File: src/rtl/crossbar_pkg.sv
// Shared definitions for the crossbar arbiter and its users.
package crossbar_pkg;

    // Per-output arbiter state: IDLE waits for a request, LOCKED owns the path until the last beat.
    typedef enum logic [0:0] {
        IDLE   = 1'b0,
        LOCKED = 1'b1
    } arb_state_t;

endpackage

File: src/rtl/rr_arbiter.sv
// Round-robin packet arbiter for a single crossbar output. Grants one input,
// holds the grant for a whole packet, releases on the transfer of the last beat.
module rr_arbiter
    import crossbar_pkg::*;
#(
    parameter int S_DATA_COUNT = 2,
    parameter int T_ID___WIDTH = $clog2(S_DATA_COUNT)
) (
    input  logic                    clk_i,
    input  logic                    rst_in,
    input  logic [S_DATA_COUNT-1:0] req_i,
    input  logic [S_DATA_COUNT-1:0] valid_i,
    input  logic [S_DATA_COUNT-1:0] last_i,
    input  logic                    ready_i,
    output logic [T_ID___WIDTH-1:0] grant_o,
    output logic                    arbiter_ready_o
);

    localparam logic [T_ID___WIDTH-1:0] ZERO_IDX = {T_ID___WIDTH{1'b0}};
    localparam logic [T_ID___WIDTH-1:0] ONE_IDX  = T_ID___WIDTH'(1);
    localparam logic [T_ID___WIDTH-1:0] LAST_IDX = T_ID___WIDTH'(S_DATA_COUNT - 1);

    // Index of the lowest set bit; only meaningful when the vector is non-zero.
    function automatic logic [T_ID___WIDTH-1:0] lowest_set(input logic [S_DATA_COUNT-1:0] vec);
        logic [T_ID___WIDTH-1:0] idx;
        idx = ZERO_IDX;
        for (int i = S_DATA_COUNT - 1; i >= 0; i--) begin
            if (vec[i]) begin
                idx = T_ID___WIDTH'(i);
            end else begin
                idx = idx;
            end
        end
        return idx;
    endfunction

    arb_state_t              state_q;
    arb_state_t              state_d;
    logic [T_ID___WIDTH-1:0] grant_q;
    logic [T_ID___WIDTH-1:0] grant_d;
    logic [T_ID___WIDTH-1:0] ptr_q;
    logic [T_ID___WIDTH-1:0] ptr_d;

    logic [S_DATA_COUNT-1:0] ge_mask_s;
    logic [S_DATA_COUNT-1:0] upper_req_s;
    logic [T_ID___WIDTH-1:0] winner_s;
    logic [T_ID___WIDTH-1:0] next_ptr_s;
    logic                    xfer_s;

    // Round-robin pick: first requester at or above the pointer, otherwise wrap to the lowest requester.
    always_comb begin
        for (int i = 0; i < S_DATA_COUNT; i++) begin
            ge_mask_s[i] = (T_ID___WIDTH'(i) >= ptr_q);
        end
        upper_req_s = req_i & ge_mask_s;
        winner_s    = (|upper_req_s) ? lowest_set(upper_req_s) : lowest_set(req_i);
        next_ptr_s  = (winner_s == LAST_IDX) ? ZERO_IDX : (winner_s + ONE_IDX);
        xfer_s      = valid_i[grant_q] & ready_i;
    end

    // Next-state logic: grant on any request in IDLE, release after the last beat has transferred.
    always_comb begin
        state_d = state_q;
        grant_d = grant_q;
        ptr_d   = ptr_q;
        case (state_q)
            IDLE: begin
                if (|req_i) begin
                    state_d = LOCKED;
                    grant_d = winner_s;
                    ptr_d   = next_ptr_s;
                end else begin
                    state_d = IDLE;
                end
            end
            LOCKED: begin
                if (xfer_s && last_i[grant_q]) begin
                    state_d = IDLE;
                end else begin
                    state_d = LOCKED;
                end
            end
            default: begin
                state_d = IDLE;
            end
        endcase
    end

    // State, grant and pointer registers; reset clears everything immediately, even mid-packet.
    always_ff @(posedge clk_i or negedge rst_in) begin
        if (!rst_in) begin
            state_q <= IDLE;
            grant_q <= ZERO_IDX;
            ptr_q   <= ZERO_IDX;
        end else begin
            state_q <= state_d;
            grant_q <= grant_d;
            ptr_q   <= ptr_d;
        end
    end

    assign grant_o         = grant_q;
    assign arbiter_ready_o = (state_q == LOCKED);

endmodule

File: src/rtl/crossbar_arbiter.sv
// Crossbar arbitration: one independent round-robin packet arbiter per output stream.
module crossbar_arbiter #(
    parameter int S_DATA_COUNT = 2,
    parameter int M_DATA_COUNT = 3,
    localparam int T_ID___WIDTH = $clog2(S_DATA_COUNT),
    localparam int T_DEST_WIDTH = $clog2(M_DATA_COUNT)
) (
    input  logic                                     clk_i,
    input  logic                                     rst_in,
    input  logic [S_DATA_COUNT-1:0][T_DEST_WIDTH-1:0] s_dest_i,
    input  logic [S_DATA_COUNT-1:0]                   s_valid_i,
    input  logic [S_DATA_COUNT-1:0]                   s_last_i,
    input  logic [M_DATA_COUNT-1:0]                   m_ready_i,
    output logic [M_DATA_COUNT-1:0][T_ID___WIDTH-1:0] grant_o,
    output logic [M_DATA_COUNT-1:0]                   arbiter_ready_o
);

    for (genvar j = 0; j < M_DATA_COUNT; j++) begin : g_out
        logic [S_DATA_COUNT-1:0] req_s;

        // Inputs with a valid beat addressed to this output form its request vector.
        always_comb begin
            for (int i = 0; i < S_DATA_COUNT; i++) begin
                req_s[i] = s_valid_i[i] && (s_dest_i[i] == T_DEST_WIDTH'(j));
            end
        end

        rr_arbiter #(
            .S_DATA_COUNT (S_DATA_COUNT),
            .T_ID___WIDTH (T_ID___WIDTH)
        ) u_arb (
            .clk_i           (clk_i),
            .rst_in          (rst_in),
            .req_i           (req_s),
            .valid_i         (s_valid_i),
            .last_i          (s_last_i),
            .ready_i         (m_ready_i[j]),
            .grant_o         (grant_o[j]),
            .arbiter_ready_o (arbiter_ready_o[j])
        );
    end

endmodule

File: config.mk
export PLATFORM = sky130hd
export DESIGN_NAME = crossbar_arbiter
export DESIGN_NICKNAME = d
export VERILOG_FILES = /design/src/rtl/crossbar_pkg.sv /design/src/rtl/rr_arbiter.sv /design/src/rtl/crossbar_arbiter.sv
export SDC_FILE = /design/constraint.sdc
export NUM_CORES = 1
export LEC_CHECK = 0
export ABC_CLOCK_PERIOD_IN_PS = 1600
export BUFFER_PORTS_ARGS = -buffer_cell sky130_fd_sc_hd__buf_2
export CORE_AREA = 2 2 39 41
export CTS_CLUSTER_DIAMETER = 80
export DETAILED_ROUTE_END_ITERATION = 8
export DIE_AREA = 0 0 41 43
export GPL_TIMING_DRIVEN = 0
export PLACE_DENSITY = 0.67
export RECOVER_POWER = 50
export SLEW_MARGIN = 30
export SYNTH_ARGS = -nofsm -noshare
export SYNTH_HDL_FRONTEND = slang
export SYNTH_HIERARCHICAL = 1
export SYNTH_SLANG_ARGS = --single-unit
File: constraint.sdc
create_clock -name clk_i -period 1.6 [get_ports clk_i]
set_input_delay 0.16 -clock clk_i [delete_from_list [all_inputs] [get_ports clk_i]]
set_output_delay 0.16 -clock clk_i [all_outputs]
set_load 0.05 [all_outputs]
**Yosys cells after proc, flatten, opt, wreduce, memory -nomap -nowiden**

Index checks and enable logic that the tools add are counted.

- Input port bits: 13
- Output and inout port bits: 6
- Word-level logic and storage cells: 93
- Flip-flop bits (word level): 9

- $add $sub $neg: 3
- Order comparisons: 9
- Equality and inequality tests: 4
- Muxes and demuxes: 39
- Reduce and logical (&&, ||, !) cells: 20
- Bitwise gates (word level): 9

Operator list:

| kind | count |
|---|---|
| 2-to-1 mux 1 bit | 36 |
| OR reduction 2 bit | 6 |
| logical AND 1 bit | 9 |
| bitwise AND 2 bit | 3 |
| >= comparator 1 bit, first input constant | 6 |
| less-than comparator 1 x 2 -> 1 bit, second input constant | 3 |
| one-hot mux 1 bit (2 select lines) | 3 |
| AND reduction 2 bit | 3 |
| == test 2 x 1 -> 1 bit, second input constant | 2 |
| == test 2 bit, second input constant | 2 |
| zero test 2 bit | 2 |
| adder 1 bit, second input constant | 3 |
| bitwise AND 1 bit | 3 |
| inverter 1 bit | 3 |

**Longest topological paths before layout**

- Word-level depth: 8
- Gate-level depth with buffers: 4
- Mapped depth without buffers: 4

**Modules after synthesis**

Netlist, hierarchy kept.

Modules (own cells, without submodules):

| module | instances | area an instance (sq um) | cells each | sequential area each (sq um) |
|---|---|---|---|---|
| rr_arbiter | 3 | 135.1 | 15 | 75.1 |
| crossbar_arbiter | 1 | 60.1 | 6 | 0.0 |

**Worst setup path before layout**

Ideal clock, no wire load.

- Kind: reg2reg
- Start: register g_out[0].u_arb.state_q
- End: register g_out[0].u_arb.grant_q
- Path slack: 0.499 ns
- Required time: 1.479 ns
- Stages on the path, launching flop included: 4
- Period minus slack after synthesis: 1.101 ns
- Arrival: 0.980 ns
- Buffers on the path: 0
- Setup time: 0.121 ns
- Path through: dfrtp_1 > inv_1 > a21oi_1 > nor2_1

- Word-level cells in the longest chain between the ends: 2

Ends and longest elaborated chain:

| what | RTL line | source |
|---|---|---|
| from (decl) | rr_arbiter.sv:37 | `arb_state_t state_q;` |
| from (signal assigned) | rr_arbiter.sv:96 | `state_q <= state_d;` |
| inverter 1 bit (no source line) | n/a |  |
| AND reduction 2 bit (no source line) | n/a |  |
| to (signal assigned) | rr_arbiter.sv:97 | `grant_q <= grant_d;` |
| to (decl) | rr_arbiter.sv:39 | `logic [T_ID___WIDTH-1:0] grant_q;` |

No other way between the ends.
A chain may end at the register's enable or synchronous reset.

**Worst setup path after layout**

- Start: register g_out[0].u_arb.state_q
- End: output arbiter_ready_o[0]

RTL lines:

| what | RTL line | source |
|---|---|---|
| to (decl) | crossbar_arbiter.sv:15 | `output logic [M_DATA_COUNT-1:0] arbiter_ready_o` |

No word-level cell between the ends.

==> impl_metrics.tcl <==
set metrics [dict create \
    power.switching_fraction_pct 49.5 \
    synth_sequential_area_ratio_pct 48.4 \
    drcViolationCount 0 \
    final-hold-violation-count 0 \
    critical_path.max_stage_delay_ns 0.40 \
    final_cell_utilization_of_the_core_pct 44.1 \
    start_kind "flop" \
    core_region_area_um2 1380 \
    port-buffer-count 18 \
    place.detailed.hpwl_um 789 \
    power_per_cell_area_nw_per_um2 1910 \
    final_net_count 88 \
    syn_nets 64 \
    timing.critical_path.buf_inv 1 \
    ios 19 \
    p_sw_mw 0.577 \
    cts_tree "built" \
    synthesized_instance_count 51 \
    result_of_the_run "finished clean" \
    cts.sink_count 9 \
    combinational_share_of_power_pct 47.4 \
    report.final.slew_viol_count 0 \
    die_area_um2 1760 \
    grt_pass1_wl_um 1610 \
    grt_pass1_vias 409 \
    clockPowerShare_pct 14.6 \
    post_cts_hold_buffer_count 1 \
    die_width_um 41 \
    dp_worst_setup_slack_ns 0.680 \
    grt_start_max_net_pins 10 \
    hold-worst-slack_ns 0.0898 \
    final-setup-viol-count 0 \
    ctsHtreeMaxLevel 1 \
    register_share_of_total_power_pct 38.0 \
    timing.critical_path.to_type "primary output" \
    clkLatencyLatePin_ns 0.26 \
    inst_count_dp 85 \
    layout_cell_share_with_drive_strength_beyond_1_pct 29.7 \
    power_leakage_nw 0.298 \
    antenna_left 0 \
    timing.final.crit_share_pct 68.8 \
    postSynthRegisterBits 9 \
    rsz_0062_raised_after_global_routing "false" \
    clock_tree.root_cell "clkbuf_4" \
    cp.arrival_ns 0.94 \
    tns_ns 0 \
    antenna_violations_before_repair 0 \
    irDropWorstVdd_mv 0.760 \
    initialDrtViolationCount 8 \
    via_per_inst 5.09 \
    rows 14 \
    postCtsSetupRepairBufs 0 \
    crit_path_cell_trace "buf_2" \
    max_freq_mhz 908 \
    final.setup.worst_slack_ns 0.499 \
    yosys_warnings 6 \
    floorplan.initialDensity_pct 33.6 \
    tritoncts.num_buffers 3 \
    clkTransAtPathRegs_ns 0.06 \
    crit_fanout 5 \
    skew_ns 0.00455 \
    worst_path_dominant_cell_family "flip-flops" \
    gp_routability_congestion 0.702 \
    number_of_gates_resized_after_cts 0 \
    min-delay-path-class "in2reg" \
    grt_remaining_overflow 0 \
    finalNonFillerCells 90 \
    syn-cell-area_um2 465 \
    critPathKind "reg2out" \
    min_period_ns 1.10 \
    first_pass_iters 4 \
    grtUsageTotal_pct 14.2 \
    worst_slew_pin_slew_ns 0.518 \
    num_vias 458 \
    die_height_um 43 \
    cap_viol_max_count 0 \
    antenna_cells 0 \
    areaGrowthSynthToFinish_pct 31.2 \
    critical_path_rt_ns 1.44 \
    cp_slowest_cell "dfrtp_1" \
    worst_rel_slew_slack_pct 65.5 \
    cts_buffer_depth 2 \
    distinct_cell_type_count_of_the_synthesized_netlist 12 \
    detail_route.wl_per_cell_um 11.4 \
    p_int_mw 0.589 \
    route.final.wire_length_um 1020 \
    syn_avg_cell_area_um2 9.13 \
]
-- cell usage after synthesis --
| master | count | area share, % |
|---|---|---|
| a21oi_1 | 9 | 9.7 |
| a31oi_1 | 6 | 8.1 |
| and3b_1 | 4 | 7.5 |
| dfrtp_1 | 9 | 48 |
| inv_1 | 3 | 2.4 |
| nand2_1 | 3 | 2.4 |
| nand2b_1 | 3 | 4.0 |
| nand3_1 | 3 | 3.2 |
| nor2_1 | 3 | 2.4 |
| nor3_1 | 3 | 3.2 |
| nor3b_2 | 2 | 5.4 |
| o21ai_1 | 3 | 3.2 |
-- stage by stage --
stage	power, mW	cell area (um2)
finish	1.17	611
detailed placement	1.00	576
global placement	0.996	576
global route	1.27	611
floorplan	0.858	465
CTS	1.19	612
-- kinds of logic (layout without fill, tap and decap cells) --
family,count (synthesis),after routing,synth area share [%]
AO/OA/AOI/OAI,18,18,21.0
flip-flops,9,9,48.4
AND/OR/NAND/NOR,21,21,28.2
buffers and inverters,3,26,2.42
-- flip-flops by register name (all words and copies together), names as in the netlist --
register                     cells
g_out.u_arb/grant_o              3
g_out.u_arb/ptr_q                3
g_out.u_arb/arbiter_ready_o      3
-- routing by layer --
layer,track usage (%),wire [um],up-vias,share of wire [%]
li1,-,-,233,-
met2,17.8,419,20,41
met1,19.7,513,203,50
met5,0,0,-,0
met4,10.0,14,0,1.4
met3,4.71,75,2,7.3
-- final timing paths --
| path | from | to | slack [ns] | depth (start not counted) |
|---|---|---|---|---|
| worst max-delay path | g_out[0].u_arb/arbiter_ready_o | arbiter_ready_o[0] | 0.50 | 1 |
| worst min-delay path | m_ready_i[1] | g_out[1].u_arb/arbiter_ready_o | 0.09 | 2 |
| worst max register to register | g_out[0].u_arb/arbiter_ready_o | g_out[0].u_arb/grant_o | 0.74 | 3 |
| worst min register to register | g_out[2].u_arb/ptr_q | g_out[2].u_arb/ptr_q | 0.48 | 1 |
| max in group asynchronous | rst_in | g_out[2].u_arb/ptr_q | 0.87 | 2 |
| min in group asynchronous | rst_in | g_out[1].u_arb/arbiter_ready_o | 0.38 | 2 |
-- final cells by class --
cell class / instances / area [um2]
clock buffer: 4 / 26.3
fill: 144 / 773
inverter: 3 / 11.3
multi-input combinational: 39 / 229
sequential: 9 / 225
tap: 16 / 20.0
timing repair buffer: 19 / 98.8
-- power by group through the flow --
stage | sequential (mW) | clock, mW | combinational [mW]
global placement | 0.444 | 0 | 0.552
CTS | 0.443 | 0.183 | 0.559
floorplan | 0.693 | 0 | 0.165
finish | 0.443 | 0.170 | 0.552
detailed placement | 0.446 | 0 | 0.556
global route | 0.468 | 0.196 | 0.606
-- layout by cell type, fill, tap and decap left out --
cell type	netlist	final
and3b_1	4	4
nand2b_1	3	3
clkbuf_1	0	2
dlygate4sd3_1	0	1
nor3_1	3	3
clkbuf_4	0	3
nor3b_2	2	2
nor2_1	3	3
o21ai_0	0	3
a31oi_1	6	6
inv_1	3	3
nand3_1	3	3
dfrtp_1	9	9
a21oi_1	9	9
buf_2	0	17
nand2_1	3	3
No activity file was read; power rests on OpenSTA's default activity.
